$ cat src/rtl/d_sram2axi_if.sv
// Bundle of the cache-side SRAM-like port and the single-beat AXI4 master port of d_sram2axi.
// Modport master is the bridge's view; modport slave is the cache plus AXI fabric around it.
interface d_sram2axi_if #(
  parameter int ID_WIDTH = 4
);
  // SRAM-like side
  logic                data_req;
  logic                data_wr;
  logic [1:0]          data_size;
  logic [31:0]         data_addr;
  logic [31:0]         data_wdata;
  logic [31:0]         data_rdata;
  logic                data_addr_ok;
  logic                data_data_ok;

  // AXI read address / data
  logic [ID_WIDTH-1:0] arid;
  logic [31:0]         araddr;
  logic [7:0]          arlen;
  logic [2:0]          arsize;
  logic [1:0]          arburst;
  logic                arvalid;
  logic                arready;
  logic [ID_WIDTH-1:0] rid;
  logic [31:0]         rdata;
  logic [1:0]          rresp;
  logic                rlast;
  logic                rvalid;
  logic                rready;

  // AXI write address / data / response
  logic [ID_WIDTH-1:0] awid;
  logic [31:0]         awaddr;
  logic [7:0]          awlen;
  logic [2:0]          awsize;
  logic [1:0]          awburst;
  logic                awvalid;
  logic                awready;
  logic [31:0]         wdata;
  logic [3:0]          wstrb;
  logic                wlast;
  logic                wvalid;
  logic                wready;
  logic [ID_WIDTH-1:0] bid;
  logic [1:0]          bresp;
  logic                bvalid;
  logic                bready;

  modport master (
    input  data_req, data_wr, data_size, data_addr, data_wdata,
    output data_rdata, data_addr_ok, data_data_ok,
    output arid, araddr, arlen, arsize, arburst, arvalid,
    input  arready,
    input  rid, rdata, rresp, rlast, rvalid,
    output rready,
    output awid, awaddr, awlen, awsize, awburst, awvalid,
    input  awready,
    output wdata, wstrb, wlast, wvalid,
    input  wready,
    input  bid, bresp, bvalid,
    output bready
  );

  modport slave (
    output data_req, data_wr, data_size, data_addr, data_wdata,
    input  data_rdata, data_addr_ok, data_data_ok,
    input  arid, araddr, arlen, arsize, arburst, arvalid,
    output arready,
    output rid, rdata, rresp, rlast, rvalid,
    input  rready,
    input  awid, awaddr, awlen, awsize, awburst, awvalid,
    output awready,
    input  wdata, wstrb, wlast, wvalid,
    output wready,
    output bid, bresp, bvalid,
    input  bready
  );
endinterface

$ cat src/rtl/d_sram2axi.sv
// Data-cache SRAM-like to single-beat AXI4 bridge, one transaction outstanding.
// Optional sticky bus_err output on SLVERR/DECERR responses: define D_SRAM2AXI_ERR_RESP_EN.
module d_sram2axi #(
  parameter int                  ID_WIDTH = 4,
  parameter logic [ID_WIDTH-1:0] AXI_ID   = ID_WIDTH'(1)
) (
  input  logic          clk,
  input  logic          resetn,
  d_sram2axi_if.master  bus
`ifdef D_SRAM2AXI_ERR_RESP_EN
  ,
  output logic          bus_err
`endif
);

  typedef enum logic [2:0] {
    IDLE,
    RD_ADDR,
    RD_DATA,
    WR_REQ,
    WR_RESP,
    DONE
  } state_t;

  state_t      state_q, state_d;
  logic [31:0] addr_q, addr_d;
  logic [1:0]  size_q, size_d;
  logic [31:0] wdata_q, wdata_d;
  logic [31:0] rdata_q, rdata_d;
  logic        aw_done_q, aw_done_d;
  logic        w_done_q, w_done_d;

  logic        arvalid, rready, awvalid, wvalid, bready;
  logic        addr_ok, data_ok;
  logic [3:0]  wstrb;

  always_ff @(posedge clk or negedge resetn) begin
    if (!resetn) begin
      state_q   <= IDLE;
      addr_q    <= '0;
      size_q    <= '0;
      wdata_q   <= '0;
      rdata_q   <= '0;
      aw_done_q <= 1'b0;
      w_done_q  <= 1'b0;
    end else begin
      state_q   <= state_d;
      addr_q    <= addr_d;
      size_q    <= size_d;
      wdata_q   <= wdata_d;
      rdata_q   <= rdata_d;
      aw_done_q <= aw_done_d;
      w_done_q  <= w_done_d;
    end
  end

  // Direction is carried by the state itself, so no separate wr flag is kept.
  always_comb begin
    state_d   = state_q;
    addr_d    = addr_q;
    size_d    = size_q;
    wdata_d   = wdata_q;
    rdata_d   = rdata_q;
    aw_done_d = aw_done_q;
    w_done_d  = w_done_q;
    arvalid   = 1'b0;
    rready    = 1'b0;
    awvalid   = 1'b0;
    wvalid    = 1'b0;
    bready    = 1'b0;
    addr_ok   = 1'b0;
    data_ok   = 1'b0;

    case (state_q)
      IDLE: begin
        // Gated by resetn so nothing is acknowledged while reset is held.
        addr_ok = bus.data_req & resetn;
        if (bus.data_req) begin
          addr_d    = bus.data_addr;
          size_d    = (bus.data_size == 2'd3) ? 2'd2 : bus.data_size;
          wdata_d   = bus.data_wdata;
          aw_done_d = 1'b0;
          w_done_d  = 1'b0;
          state_d   = bus.data_wr ? WR_REQ : RD_ADDR;
        end
      end
      RD_ADDR: begin
        arvalid = 1'b1;
        if (bus.arready) state_d = RD_DATA;
      end
      RD_DATA: begin
        rready = 1'b1;
        if (bus.rvalid) begin
          rdata_d = bus.rdata;
          state_d = DONE;
        end
      end
      WR_REQ: begin
        // AW and W channels complete independently, in any order.
        awvalid   = ~aw_done_q;
        wvalid    = ~w_done_q;
        aw_done_d = aw_done_q | (awvalid & bus.awready);
        w_done_d  = w_done_q | (wvalid & bus.wready);
        if (aw_done_d && w_done_d) state_d = WR_RESP;
      end
      WR_RESP: begin
        bready = 1'b1;
        if (bus.bvalid) state_d = DONE;
      end
      DONE: begin
        data_ok = 1'b1;
        state_d = IDLE;
      end
      default: state_d = IDLE;
    endcase
  end

  always_comb begin
    case (size_q)
      2'd0:    wstrb = 4'b0001 << addr_q[1:0];
      2'd1:    wstrb = addr_q[1] ? 4'b1100 : 4'b0011;
      default: wstrb = 4'b1111;
    endcase
  end

  assign bus.data_rdata   = rdata_q;
  assign bus.data_addr_ok = addr_ok;
  assign bus.data_data_ok = data_ok;

  assign bus.arid    = AXI_ID;
  assign bus.araddr  = addr_q;
  assign bus.arlen   = 8'd0;
  assign bus.arsize  = {1'b0, size_q};
  assign bus.arburst = 2'b01;
  assign bus.arvalid = arvalid;
  assign bus.rready  = rready;

  assign bus.awid    = AXI_ID;
  assign bus.awaddr  = addr_q;
  assign bus.awlen   = 8'd0;
  assign bus.awsize  = {1'b0, size_q};
  assign bus.awburst = 2'b01;
  assign bus.awvalid = awvalid;
  assign bus.wdata   = wdata_q;
  assign bus.wstrb   = wstrb;
  assign bus.wlast   = 1'b1;
  assign bus.wvalid  = wvalid;
  assign bus.bready  = bready;

`ifdef D_SRAM2AXI_ERR_RESP_EN
  logic bus_err_q, bus_err_d;

  always_comb begin
    bus_err_d = bus_err_q
              | (bus.rvalid & rready & bus.rresp[1])
              | (bus.bvalid & bready & bus.bresp[1]);
  end

  always_ff @(posedge clk or negedge resetn) begin
    if (!resetn) bus_err_q <= 1'b0;
    else         bus_err_q <= bus_err_d;
  end

  assign bus_err = bus_err_q;
`endif

  // IDs and rlast are not inspected; responses only matter with the error option.
  logic unused_inputs;
  assign unused_inputs = ^{bus.rid, bus.rlast, bus.bid, bus.rresp, bus.bresp};

endmodule

$ cat src/flat_wrapper.sv
// flat-port wrapper written by rule: the top's interface ports become plain ports
module d_sram2axi_flat 
#(
  parameter int                  ID_WIDTH = 4,
  parameter logic [ID_WIDTH-1:0] AXI_ID   = ID_WIDTH'(1)
)
  (clk, resetn, bus_data_req, bus_data_wr, bus_data_size, bus_data_addr, bus_data_wdata, bus_data_rdata, bus_data_addr_ok, bus_data_data_ok, bus_arid, bus_araddr, bus_arlen, bus_arsize, bus_arburst, bus_arvalid, bus_arready, bus_rid, bus_rdata, bus_rresp, bus_rlast, bus_rvalid, bus_rready, bus_awid, bus_awaddr, bus_awlen, bus_awsize, bus_awburst, bus_awvalid, bus_awready, bus_wdata, bus_wstrb, bus_wlast, bus_wvalid, bus_wready, bus_bid, bus_bresp, bus_bvalid, bus_bready);
  d_sram2axi_if #(.ID_WIDTH(ID_WIDTH)) bus_i ();
  input  logic clk;
  input  logic resetn;
  input wire logic [$bits(bus_i.data_req)-1:0] bus_data_req;
  input wire logic [$bits(bus_i.data_wr)-1:0] bus_data_wr;
  input wire logic [$bits(bus_i.data_size)-1:0] bus_data_size;
  input wire logic [$bits(bus_i.data_addr)-1:0] bus_data_addr;
  input wire logic [$bits(bus_i.data_wdata)-1:0] bus_data_wdata;
  output wire logic [$bits(bus_i.data_rdata)-1:0] bus_data_rdata;
  output wire logic [$bits(bus_i.data_addr_ok)-1:0] bus_data_addr_ok;
  output wire logic [$bits(bus_i.data_data_ok)-1:0] bus_data_data_ok;
  output wire logic [$bits(bus_i.arid)-1:0] bus_arid;
  output wire logic [$bits(bus_i.araddr)-1:0] bus_araddr;
  output wire logic [$bits(bus_i.arlen)-1:0] bus_arlen;
  output wire logic [$bits(bus_i.arsize)-1:0] bus_arsize;
  output wire logic [$bits(bus_i.arburst)-1:0] bus_arburst;
  output wire logic [$bits(bus_i.arvalid)-1:0] bus_arvalid;
  input wire logic [$bits(bus_i.arready)-1:0] bus_arready;
  input wire logic [$bits(bus_i.rid)-1:0] bus_rid;
  input wire logic [$bits(bus_i.rdata)-1:0] bus_rdata;
  input wire logic [$bits(bus_i.rresp)-1:0] bus_rresp;
  input wire logic [$bits(bus_i.rlast)-1:0] bus_rlast;
  input wire logic [$bits(bus_i.rvalid)-1:0] bus_rvalid;
  output wire logic [$bits(bus_i.rready)-1:0] bus_rready;
  output wire logic [$bits(bus_i.awid)-1:0] bus_awid;
  output wire logic [$bits(bus_i.awaddr)-1:0] bus_awaddr;
  output wire logic [$bits(bus_i.awlen)-1:0] bus_awlen;
  output wire logic [$bits(bus_i.awsize)-1:0] bus_awsize;
  output wire logic [$bits(bus_i.awburst)-1:0] bus_awburst;
  output wire logic [$bits(bus_i.awvalid)-1:0] bus_awvalid;
  input wire logic [$bits(bus_i.awready)-1:0] bus_awready;
  output wire logic [$bits(bus_i.wdata)-1:0] bus_wdata;
  output wire logic [$bits(bus_i.wstrb)-1:0] bus_wstrb;
  output wire logic [$bits(bus_i.wlast)-1:0] bus_wlast;
  output wire logic [$bits(bus_i.wvalid)-1:0] bus_wvalid;
  input wire logic [$bits(bus_i.wready)-1:0] bus_wready;
  input wire logic [$bits(bus_i.bid)-1:0] bus_bid;
  input wire logic [$bits(bus_i.bresp)-1:0] bus_bresp;
  input wire logic [$bits(bus_i.bvalid)-1:0] bus_bvalid;
  output wire logic [$bits(bus_i.bready)-1:0] bus_bready;
  assign bus_i.data_req = bus_data_req;
  assign bus_i.data_wr = bus_data_wr;
  assign bus_i.data_size = bus_data_size;
  assign bus_i.data_addr = bus_data_addr;
  assign bus_i.data_wdata = bus_data_wdata;
  assign bus_data_rdata = bus_i.data_rdata;
  assign bus_data_addr_ok = bus_i.data_addr_ok;
  assign bus_data_data_ok = bus_i.data_data_ok;
  assign bus_arid = bus_i.arid;
  assign bus_araddr = bus_i.araddr;
  assign bus_arlen = bus_i.arlen;
  assign bus_arsize = bus_i.arsize;
  assign bus_arburst = bus_i.arburst;
  assign bus_arvalid = bus_i.arvalid;
  assign bus_i.arready = bus_arready;
  assign bus_i.rid = bus_rid;
  assign bus_i.rdata = bus_rdata;
  assign bus_i.rresp = bus_rresp;
  assign bus_i.rlast = bus_rlast;
  assign bus_i.rvalid = bus_rvalid;
  assign bus_rready = bus_i.rready;
  assign bus_awid = bus_i.awid;
  assign bus_awaddr = bus_i.awaddr;
  assign bus_awlen = bus_i.awlen;
  assign bus_awsize = bus_i.awsize;
  assign bus_awburst = bus_i.awburst;
  assign bus_awvalid = bus_i.awvalid;
  assign bus_i.awready = bus_awready;
  assign bus_wdata = bus_i.wdata;
  assign bus_wstrb = bus_i.wstrb;
  assign bus_wlast = bus_i.wlast;
  assign bus_wvalid = bus_i.wvalid;
  assign bus_i.wready = bus_wready;
  assign bus_i.bid = bus_bid;
  assign bus_i.bresp = bus_bresp;
  assign bus_i.bvalid = bus_bvalid;
  assign bus_bready = bus_i.bready;
  d_sram2axi #(.ID_WIDTH(ID_WIDTH), .AXI_ID(AXI_ID)) u_core (.clk(clk), .resetn(resetn), .bus(bus_i));
endmodule
$ cat config.mk
export PLATFORM = sky130hd
export DESIGN_NAME = d_sram2axi_flat
export DESIGN_NICKNAME = d
export VERILOG_FILES = /design/src/rtl/d_sram2axi_if.sv /design/src/rtl/d_sram2axi.sv /design/src/flat_wrapper.sv
export SDC_FILE = /design/constraint.sdc
export NUM_CORES = 1
export LEC_CHECK = 0
export BUFFER_PORTS_ARGS = -buffer_cell sky130_fd_sc_hd__buf_2
export CORE_ASPECT_RATIO = 0.7
export CORE_UTILIZATION = 25
export CTS_BUF_LIST = sky130_fd_sc_hd__clkbuf_4 sky130_fd_sc_hd__clkbuf_8 sky130_fd_sc_hd__clkbuf_16
export DETAILED_ROUTE_END_ITERATION = 7
export GPL_ROUTABILITY_DRIVEN = 0
export SLEW_MARGIN = 20
export SYNTH_ARGS = -nofsm -noshare
export SYNTH_HDL_FRONTEND = slang
export SYNTH_SLANG_ARGS = --single-unit
$ cat constraint.sdc
create_clock -name clk -period 3.38 [get_ports clk]
set_clock_uncertainty 0.05 [all_clocks]
set_input_delay 0.338 -clock clk [delete_from_list [all_inputs] [get_ports clk]]
set_output_delay 0.338 -clock clk [all_outputs]
set_load 0.02 [all_outputs]
==> flow_metrics.tcl, run 1 <==
set metrics [dict create \
    clkLatencyLatePin_ns 0.34 \
    antenna_found_initial 0 \
    finalPower_mw 6.60 \
    timing.final.ws_setup_ns 1.04 \
    final-seq-area_mm2 0.00258 \
    crit_required_ns 2.99 \
    relSlewSlack 0.544 \
    dpl_worst_slack_ns 1.16 \
    diodes 0 \
    port_buffers 249 \
    rsz0062_at_grt "no" \
    dr.first_iter.drc_count 139 \
    cts_made_buffers 9 \
    dp_hpwl_um 7200 \
    power.leakage_nw 3.06 \
    grt_max_degree 54 \
    routed_wl_um 9740 \
    avgSynthCellArea_um2 14.6 \
    grt_pass1_wl_um 15300 \
    netlist_top_cells_area "dfrtp_1, mux2_2, buf_4" \
    synth_top_area_frac 0.550 \
    r2r-end "u_core.bus.araddr[11]$_DFFE_PN0P_" \
    finalSetupTns_ns 0 \
    p_int_mw 3.82 \
    clockBufferDepth 2 \
    via_count 3042 \
    syn2layout_area_growth_pct 29.2 \
    layout_min_cycle_time_ns 2.34 \
    first_pass_iters 6 \
    worstPathArrival_ns 1.95 \
    worstSetupStartpointType "flip-flop" \
    hp-start "bus_rdata[29]" \
    violations "design-rule violations" \
    yosysSeqAreaShare 0.550 \
    synth_cell_types 30 \
    clkTransAtPathRegs_ns 0.07 \
    worstMarginPinSlew_ns 0.684 \
    layout-drive-gt1-share 0.688 \
    p_switching_mw 2.77 \
    rows 41 \
    final_cell_area_mm2 0.00605 \
    yosys_warnings 0 \
    grt_pass1_vias 2898 \
    critPathMaxFanout 12 \
    netlist_instances 320 \
    fin_nets 657 \
    synth_top_cell_by_area "dfrtp_1" \
    worst_hold_path.num_cells 2 \
    viasPerCell 3.91 \
    clkSinkCount 103 \
    placed_area_mm2 0.00576 \
    fp.dieH_um 117 \
    clock_power_share 0.148 \
    ant_nets 0 \
    sequentialPowerShare 0.344 \
    grt.overflow.total 0 \
    max_freq_ghz 0.428 \
    die_area_mm2 0.0193 \
    grt_usage 0.102 \
    die_x_um 166 \
    io_pins 294 \
    multiInputGateArea_mm2 0.00159 \
    worstSetupPathType "flip-flop to primary output" \
    maxCapViolCount 0 \
    start_util 0.258 \
    drt-wirelength-per-cell_um 12.5 \
    worstRegToRegCells 4 \
    rrSetupSlack_ns 1.19 \
    finalSetupViolCount 0 \
    core_region_area_mm2 0.0182 \
    final_cell_mix "buf_2, dfrtp_1, mux2_2" \
    status "finished, violations left" \
    hold_end "u_core.bus.data_rdata[29]$_DFFE_PN0P_" \
    finalCritPeriodShare 0.691 \
    tritoncts "built" \
    p_comb_frac 0.508 \
    remaining_drc_errors 42 \
    fill_cells 1843 \
    hp-class "input port to flip-flop" \
    hold_violations 0 \
    htreeDepth 3 \
    cts_root_buf "clkbuf_16" \
    ir_drop_mv 0.420 \
    critPathCaptureType "primary output" \
    ys_ff_latch 103 \
    mostFrequentLayoutCell "buf_2" \
    reg2reg_from "u_core.state_q[0]$_DFFE_PN0P_" \
    syn_area_mm2 0.00469 \
    pwr_density_cell_mw_per_mm2 1090 \
    slew_violations 0 \
    switching_share 0.420 \
]
worst max-delay path: stages, from the launching register on:
cell and delay [ns]:
dfrtp_1 0.51, or3b_4 0.48, nor2_4 0.28, and2_1 0.18, buf_2 0.16
synthesized netlist by cell type:
cell / count
a211oi_1: 1
a21oi_1: 4
a221oi_1: 1
a31o_2: 1
and2_1: 1
buf_12: 3
buf_4: 68
buf_6: 4
clkbuf_1: 2
conb_1: 2
dfrtp_1: 103
inv_1: 2
mux2_2: 71
mux2_4: 29
mux2i_1: 1
nand2_1: 1
nand2b_1: 1
nand3_1: 1
nand3b_1: 1
nor2_1: 7
nor2_4: 1
nor2b_1: 4
nor3_1: 1
nor3b_1: 1
nor3b_2: 1
o21a_1: 1
o21bai_1: 4
o22a_1: 1
o22ai_1: 1
or3b_4: 1
state kept, by name, summed over array words and instances, names as in the netlist:
| name | cells |
|---|---|
| u_core.bus.wdata | 32 |
| u_core.w_done_q | 1 |
| u_core.size_q | 2 |
| u_core.bus.data_rdata | 32 |
| u_core.aw_done_q | 1 |
| u_core.state_q | 3 |
| u_core.bus.araddr | 32 |
power groups by stage:
| stage | combinational, mW | sequential (mW) | clock, mW |
|---|---|---|---|
| after detailed placement | 3.39 | 2.28 | 0 |
| after global placement | 3.38 | 2.27 | 0 |
| final | 3.35 | 2.27 | 0.976 |
| after CTS | 3.40 | 2.28 | 1.04 |
| after global routing | 3.57 | 2.37 | 1.08 |
| after floorplan | 1.90 | 3.00 | 0 |
routing by layer:
| metal | global-route usage | vias up | wire length [um] |
|---|---|---|---|
| li1 | - | 1430 | - |
| met1 | 0.128 | 1443 | 4200 |
| met2 | 0.157 | 155 | 4420 |
| met3 | 0.0427 | 14 | 955 |
| met4 | 0.0417 | 0 | 160 |
| met5 | 0 | - | 0 |
cell families after synthesis:
family | Yosys count | share of synthesized area
flip-flops | 103 | 0.550
AND/OR/NAND/NOR | 21 | 0.0272
buffers and inverters | 79 | 0.135
AO/OA/AOI/OAI | 14 | 0.0208
multiplexers | 101 | 0.266
other | 2 | 0.00160
layout make-up:
class | instances | share of cell area
sequential | 103 | 0.426
multi-input combinational | 167 | 0.263
timing repair buffer | 254 | 0.215
tap | 236 | 0.0488
clock buffer | 10 | 0.0384
clock inverter | 6 | 0.00765
inverter | 2 | 0.00124
stage by stage:
stage                     std cells  hold slack [ns]  utilization
final                           778            0.170        0.333
after global routing            778            0.145        0.333
after CTS                       778            0.144        0.333
after detailed placement        761            0.380        0.317
after global placement          761            0.389        0.317
after floorplan                 349         -0.00759            -
how the worst max path moves through the flow:
| stage | from | endpoint | slack (ns) | cells past startpoint |
|---|---|---|---|---|
| after floorplan | u_core.state_q[2]$_DFFE_PN0P_ | bus_data_addr_ok | 1.51 | 5 |
| after global placement | u_core.state_q[0]$_DFFE_PN0P_ | u_core.bus.araddr[11]$_DFFE_PN0P_ | 1.15 | 4 |
| after detailed placement | u_core.state_q[0]$_DFFE_PN0P_ | u_core.bus.araddr[11]$_DFFE_PN0P_ | 1.16 | 4 |
| after CTS | u_core.state_q[0]$_DFFE_PN0P_ | bus_data_addr_ok | 0.99 | 4 |
| after global routing | u_core.state_q[0]$_DFFE_PN0P_ | bus_data_addr_ok | 0.92 | 4 |
| final | u_core.state_q[0]$_DFFE_PN0P_ | bus_data_addr_ok | 1.04 | 4 |
repair_timing:
action | 4_1_cts | 5_1_grt
setup buffers | 0 | 0
hold buffers | 1 | 0
resized for setup | 0 | 0
hold endpoints to repair | 7 | 0
No activity file was read; power rests on OpenSTA's default activity.
==> inputs of run 2 (changes only) <==
--- a/config.mk
+++ b/config.mk
@@ -5,6 +5,7 @@
 export SDC_FILE = /design/constraint.sdc
 export NUM_CORES = 1
 export LEC_CHECK = 0
+export ABC_AREA = 1
 export BUFFER_PORTS_ARGS = -buffer_cell sky130_fd_sc_hd__buf_2
 export CORE_ASPECT_RATIO = 0.7
 export CORE_UTILIZATION = 25
==> constraint.sdc (replaced) <==
create_clock -name clk -period 1.9 [get_ports clk]
set_clock_uncertainty 0.05 [all_clocks]
set_input_delay 0.19 -clock clk [delete_from_list [all_inputs] [get_ports clk]]
set_output_delay 0.19 -clock clk [all_outputs]
set_load 0.02 [all_outputs]
==> run 2 against run 1 <==
Effect of this change:
- the flow now finishes without violations
- sequential share of layout area shrank 4.5 points
- cell area increased by 12%
- core utilization grew 4.2 points
- largest cell class unchanged
- largest power group unchanged
- highest routed layer is now met5
==> flow_metrics.tcl, run 2 <==
set metrics [dict create \
    grt_max_degree 69 \
    grt_usage 0.134 \
    dr.first_iter.drc_count 151 \
    critPathMaxFanout 13 \
    clkLatencyLatePin_ns 0.34 \
    wl_met1_um 5730 \
    first_pass_iters 4 \
    netlist_instances 552 \
    slew_violations 0 \
    layout_min_cycle_time_ns 1.80 \
    final_util 0.375 \
    hold_violations 0 \
    worstSetupPathType "flip-flop to primary output" \
    worstMarginPinSlew_ns 0.526 \
    clockBufferDepth 2 \
    fin_nets 948 \
    netlist_top_cells_area "dfrtp_1, nand2_1, buf_4" \
    routed_wl_um 13200 \
    grt_pass1_vias 3943 \
    die_x_um 165 \
    yosys_warnings 0 \
    final_cell_area_mm2 0.00678 \
    maxCapViolCount 0 \
    finalSetupViolCount 0 \
    mostFrequentLayoutCell "nand2_1" \
    htreeDepth 3 \
    critPathCaptureType "primary output" \
    synthFlopType "dfrtp_1" \
    start_util 0.257 \
    synth-edff-count 0 \
    io_pins 294 \
    cts_made_buffers 9 \
    worstSetupStartpointType "flip-flop" \
    max_freq_ghz 0.557 \
    grt_pass1_wl_um 19600 \
    ys_ff_latch 103 \
    rrSetupSlack_ns 0.24 \
    cts_root_buf "clkbuf_16" \
    ir_drop_mv 0.754 \
    worstPathArrival_ns 1.56 \
    finalCritPeriodShare 0.945 \
    core_region_area_mm2 0.0181 \
    ant_nets 0 \
    dp.cells 989 \
    worstRegToRegCells 7 \
    syn2layout_area_growth_pct 46.2 \
    via_count 4255 \
    highest_layer "met5" \
    hold_end "u_core.bus.wdata[12]$_DFFE_PN0P_" \
    syn_area_mm2 0.00464 \
    fin_cells 1069 \
    r2r-end "u_core.bus.wdata[21]$_DFFE_PN0P_" \
    avgSynthCellArea_um2 8.40 \
    drt-wirelength-per-cell_um 12.3 \
    placed_area_mm2 0.00581 \
    fp.dieH_um 116 \
    finalSetupTns_ns 0 \
    synth_top_area_frac 0.556 \
    power.leakage_nw 3.96 \
    tritoncts "built" \
    post-synth-top-count-cell "nand2_1" \
    clkTransAtPathRegs_ns 0.07 \
    hp-class "input port to flip-flop" \
    synth_top_cell_by_area "dfrtp_1" \
    synth_cell_types 19 \
    pwr_density_cell_mw_per_mm2 1680 \
    crit_required_ns 1.66 \
    worstPathCellList "buf_4, inv_2, nor3_4, buf_12, buf_2" \
    clkSinkCount 103 \
    rows 41 \
    final_cell_mix "nand2_1, buf_2, dfrtp_1" \
    dr_wl_met3_um 1130 \
    grt.overflow.total 0 \
    reg2reg_from "u_core.state_q[0]$_DFFE_PN0P_" \
    remaining_drc_errors 0 \
    viasPerCell 3.98 \
    dp_hpwl_um 8860 \
    diodes 0 \
    slowest_stage "dfrtp_1" \
    synth_common_cells "nand2_1, dfrtp_1, buf_4" \
    layout-drive-gt1-share 0.345 \
    antenna_found_initial 1 \
    routed-wl-met2_um 6170 \
    relSlewSlack 0.649 \
    die_area_mm2 0.0191 \
    slowest_delay_ns 0.36 \
    rsz0062_at_grt "no" \
    synthArstFlopShare 1.00 \
    port_buffers 249 \
    status "finished clean" \
    hp-start "bus_data_wdata[12]" \
    yosysSeqAreaShare 0.556 \
    worst_hold_path.num_cells 3 \
]
## run 2: cell types whose count changed in the layout (fill, tap and decap cells not counted), moves of 8 or more
cell	previous run	this run
buf_4	4	12
dlygate4sd3_1	1	61
inv_1	2	17
mux2_2	71	0
mux2_4	29	0
nand2_1	1	277
nand3_1	1	34
o21ai_0	0	9
## run 2: routing by layer
layer,vias to the layer above,global-route usage
met2,173,0.219
met4,2,0.0336
met5,-,0
met1,1934,0.163
met3,12,0.0548
li1,2134,-
## run 2: through the flow
stage | hold slack, ns | worst slack, ns | total power [mW]
final | 0.0111 | 0.105 | 11.4
after global routing | 0.00499 | 0.0112 | 12.3
after CTS | 0.000850 | 0.0698 | 11.5
after detailed placement | 0.255 | 0.204 | 9.40
after global placement | 0.264 | 0.223 | 9.32
after floorplan | -0.156 | 0.488 | 7.77
## run 2: cell families (layout without fill, tap and decap cells)
logic type | Yosys count | in the layout | synth area share
simple gates | 326 | 326 | 0.279
buf+inv | 109 | 361 | 0.150
flops | 103 | 103 | 0.556
compound gates | 12 | 12 | 0.0135
other cells | 2 | 31 | 0.00162
## run 2: layout make-up
cell class              count  area [um^2]
fillers                  1865        11300
well taps                 236          295
inverters                  19         71.3
clock buffers              12          254
repair buffers            326         2050
flip-flops and latches    103         2580
clock inverters             4         55.1
multi-input cells         369         1480
## run 2: how the worst max path moves through the flow
| stage | startpoint | to | cells after the start |
|---|---|---|---|
| after floorplan | u_core.state_q[1]$_DFFE_PN0P_ | u_core.bus.araddr[10]$_DFFE_PN0P_ | 8 |
| after global placement | u_core.state_q[0]$_DFFE_PN0P_ | u_core.bus.wdata[17]$_DFFE_PN0P_ | 7 |
| after detailed placement | u_core.state_q[0]$_DFFE_PN0P_ | u_core.bus.wdata[21]$_DFFE_PN0P_ | 7 |
| after CTS | u_core.state_q[2]$_DFFE_PN0P_ | bus_rready | 4 |
| after global routing | u_core.state_q[1]$_DFFE_PN0P_ | bus_rready | 5 |
| final | u_core.state_q[1]$_DFFE_PN0P_ | bus_rready | 5 |
## run 2: power breakdown
group / internal [mW] / total [mW] / switching [mW]
Combinational: 1.87 / 5.61 / 3.74
Clock: 1.09 / 1.92 / 0.828
Sequential: 3.22 / 3.85 / 0.633
Total: 6.18 / 11.4 / 5.20
## run 2: repair_timing
item,CTS,global route
endpoints found under the setup margin,0,2
resized for setup,0,1
setup buffers,0,2
hold buffers,60,1
hold endpoints to repair,162,1
## run 2: critical path, delay by kind of cell, from the launching register on
kind,cells,cell delay (ns)
and+or+nand+nor,1,0.30
buffers and inverters,4,0.54
DFF,1,0.36
==> inputs of run 3 (changes only) <==
--- a/config.mk
+++ b/config.mk
@@ -8,10 +8,11 @@
 export ABC_AREA = 1
 export BUFFER_PORTS_ARGS = -buffer_cell sky130_fd_sc_hd__buf_2
 export CORE_ASPECT_RATIO = 0.7
-export CORE_UTILIZATION = 25
+export CORE_UTILIZATION = 39
 export CTS_BUF_LIST = sky130_fd_sc_hd__clkbuf_4 sky130_fd_sc_hd__clkbuf_8 sky130_fd_sc_hd__clkbuf_16
 export DETAILED_ROUTE_END_ITERATION = 7
 export GPL_ROUTABILITY_DRIVEN = 0
+export PLACE_DENSITY = 0.77
 export SLEW_MARGIN = 20
 export SYNTH_ARGS = -nofsm -noshare
 export SYNTH_HDL_FRONTEND = slang
==> run 3 against run 2 <==
Effect of this change:
- clock-buffer cell count decreased by 1
- largest cell class unchanged
- total power decreased by 1.9%
- core utilization increased by 19 points
- largest power group unchanged
- critical path type unchanged
- critical endpoint unchanged
- global-route usage increased by 5.9 points
- sequential power about the same
==> flow_metrics.tcl, run 3 (synthesis results as in run 2) <==
set metrics [dict create \
    viasPerCell 4.36 \
    rows 32 \
    grt_pass1_vias 3955 \
    status "finished clean" \
    antenna_found_initial 0 \
    clkTransAtPathRegs_ns 0.07 \
    grt_pass1_wl_um 18800 \
    cts_root_buf "clkbuf_16" \
    grt_max_degree 104 \
    die_x_um 132 \
    finalCritPeriodShare 0.936 \
    htreeDepth 3 \
    port_buffers 249 \
    busiest_layer "met2" \
    final_cell_mix "nand2_1, buf_2, dfrtp_1" \
    fp.dieH_um 93.2 \
    mostFrequentLayoutCell "nand2_1" \
    drt-wirelength-per-cell_um 12.3 \
    hp-start "bus_data_addr[17]" \
    dp_hpwl_um 7760 \
    gr-usage-met2 0.325 \
    worstMarginPinSlew_ns 0.541 \
    clockBufferDepth 2 \
    reg2reg_from "u_core.state_q[2]$_DFFE_PN0P_" \
    dr.first_iter.drc_count 171 \
    syn2layout_area_growth_pct 38.2 \
    critPathMaxFanout 34 \
    worstSetupStartpointType "flip-flop" \
    relSlewSlack 0.640 \
    clkLatencyLatePin_ns 0.33 \
    r2r-end "u_core.bus.wdata[24]$_DFFE_PN0P_" \
    diodes 0 \
    fin_nets 921 \
    tritoncts "built" \
    placed_area_mm2 0.00567 \
    startpoint "u_core.state_q[1]$_DFFE_PN0P_" \
    via_count 4186 \
    maxCapViolCount 0 \
    cts_made_buffers 9 \
    finalSetupViolCount 0 \
    grt_usage 0.193 \
    crit_end "bus_rready" \
    routed_wl_um 11800 \
    power.leakage_nw 3.84 \
    pwr_density_cell_mw_per_mm2 1740 \
    worstPathArrival_ns 1.54 \
    start_util 0.411 \
    io_pins 294 \
    max_freq_ghz 0.562 \
    rsz0062_at_grt "no" \
    finalSetupTns_ns 0 \
    layout_min_cycle_time_ns 1.78 \
    layout-drive-gt1-share 0.345 \
    first_pass_iters 4 \
    ir_drop_mv 0.791 \
    critPathCaptureType "primary output" \
    ant_nets 0 \
    clkSinkCount 103 \
    hp-class "input port to flip-flop" \
    worstSetupPathType "flip-flop to primary output" \
    slew_violations 0 \
    use_met1 0.234 \
    die_area_mm2 0.0123 \
    worstRegToRegCells 7 \
    rrSetupSlack_ns 0.19 \
    hold_violations 0 \
    remaining_drc_errors 0 \
    grt.overflow.total 0 \
    grt_use_met3 0.0575 \
    final_cell_area_mm2 0.00640 \
    crit_required_ns 1.66 \
    core_region_area_mm2 0.0113 \
]
[run 3: layout make-up]
| class | count | area, um^2 |
|---|---|---|
| multi-input cells | 369 | 1470 |
| repair buffers | 299 | 1790 |
| clock inverters | 5 | 57.6 |
| clock buffers | 11 | 246 |
| well taps | 153 | 191 |
| fillers | 1057 | 4890 |
| inverters | 19 | 71.3 |
| flip-flops and latches | 103 | 2580 |
[run 3: power by group]
group	total (mW)	internal [mW]	switching, mW
clock network	1.86	1.07	0.790
logic	5.43	1.76	3.68
registers	3.86	3.22	0.645
total	11.2	6.05	5.11
[run 3: through the flow]
stage,util,cells,hold WS [ns],total power [mW],setup WS [ns]
after floorplan,-,581,-0.156,7.77,0.488
after global placement,0.502,901,0.277,9.14,0.233
after detailed placement,0.502,901,0.282,9.25,0.181
after CTS,0.567,959,0.000160,11.2,0.0217
after global routing,0.567,959,0.0124,12.0,0.00217
final,0.567,959,0.0122,11.2,0.122
[run 3: worst min path at each step]
stage,to,slack (ns),cells past startpoint
after global placement,u_core.bus.wdata[16]$_DFFE_PN0P_,0.28,2
after CTS,u_core.bus.araddr[18]$_DFFE_PN0P_,0.0002,3
after detailed placement,u_core.state_q[1]$_DFFE_PN0P_,0.28,2
after global routing,u_core.bus.araddr[5]$_DFFE_PN0P_,0.01,3
after floorplan,u_core.aw_done_q$_DFFE_PN0P_,-0.16,0
final,u_core.bus.araddr[17]$_DFFE_PN0P_,0.01,3
[run 3: critical path: stages (launching register included)]
cell	delay (ns)
dfrtp_1	0.37
buf_4	0.15
inv_2	0.05
nor3_4	0.18
buf_8	0.25
buf_2	0.20
[run 3: layer usage]
metal / wire length (um) / part of all wire
met5: 0 / 0
met4: 303 / 0.026
met3: 851 / 0.072
met2: 5690 / 0.48
met1: 4910 / 0.42
[run 3: repair_timing]
action                     in CTS  in global routing
setup endpoints to repair       0                  1
hold buffers                   42                  0
buffers inserted                0                  0
hold endpoints to repair      144                  0
gates resized for setup         0                  2
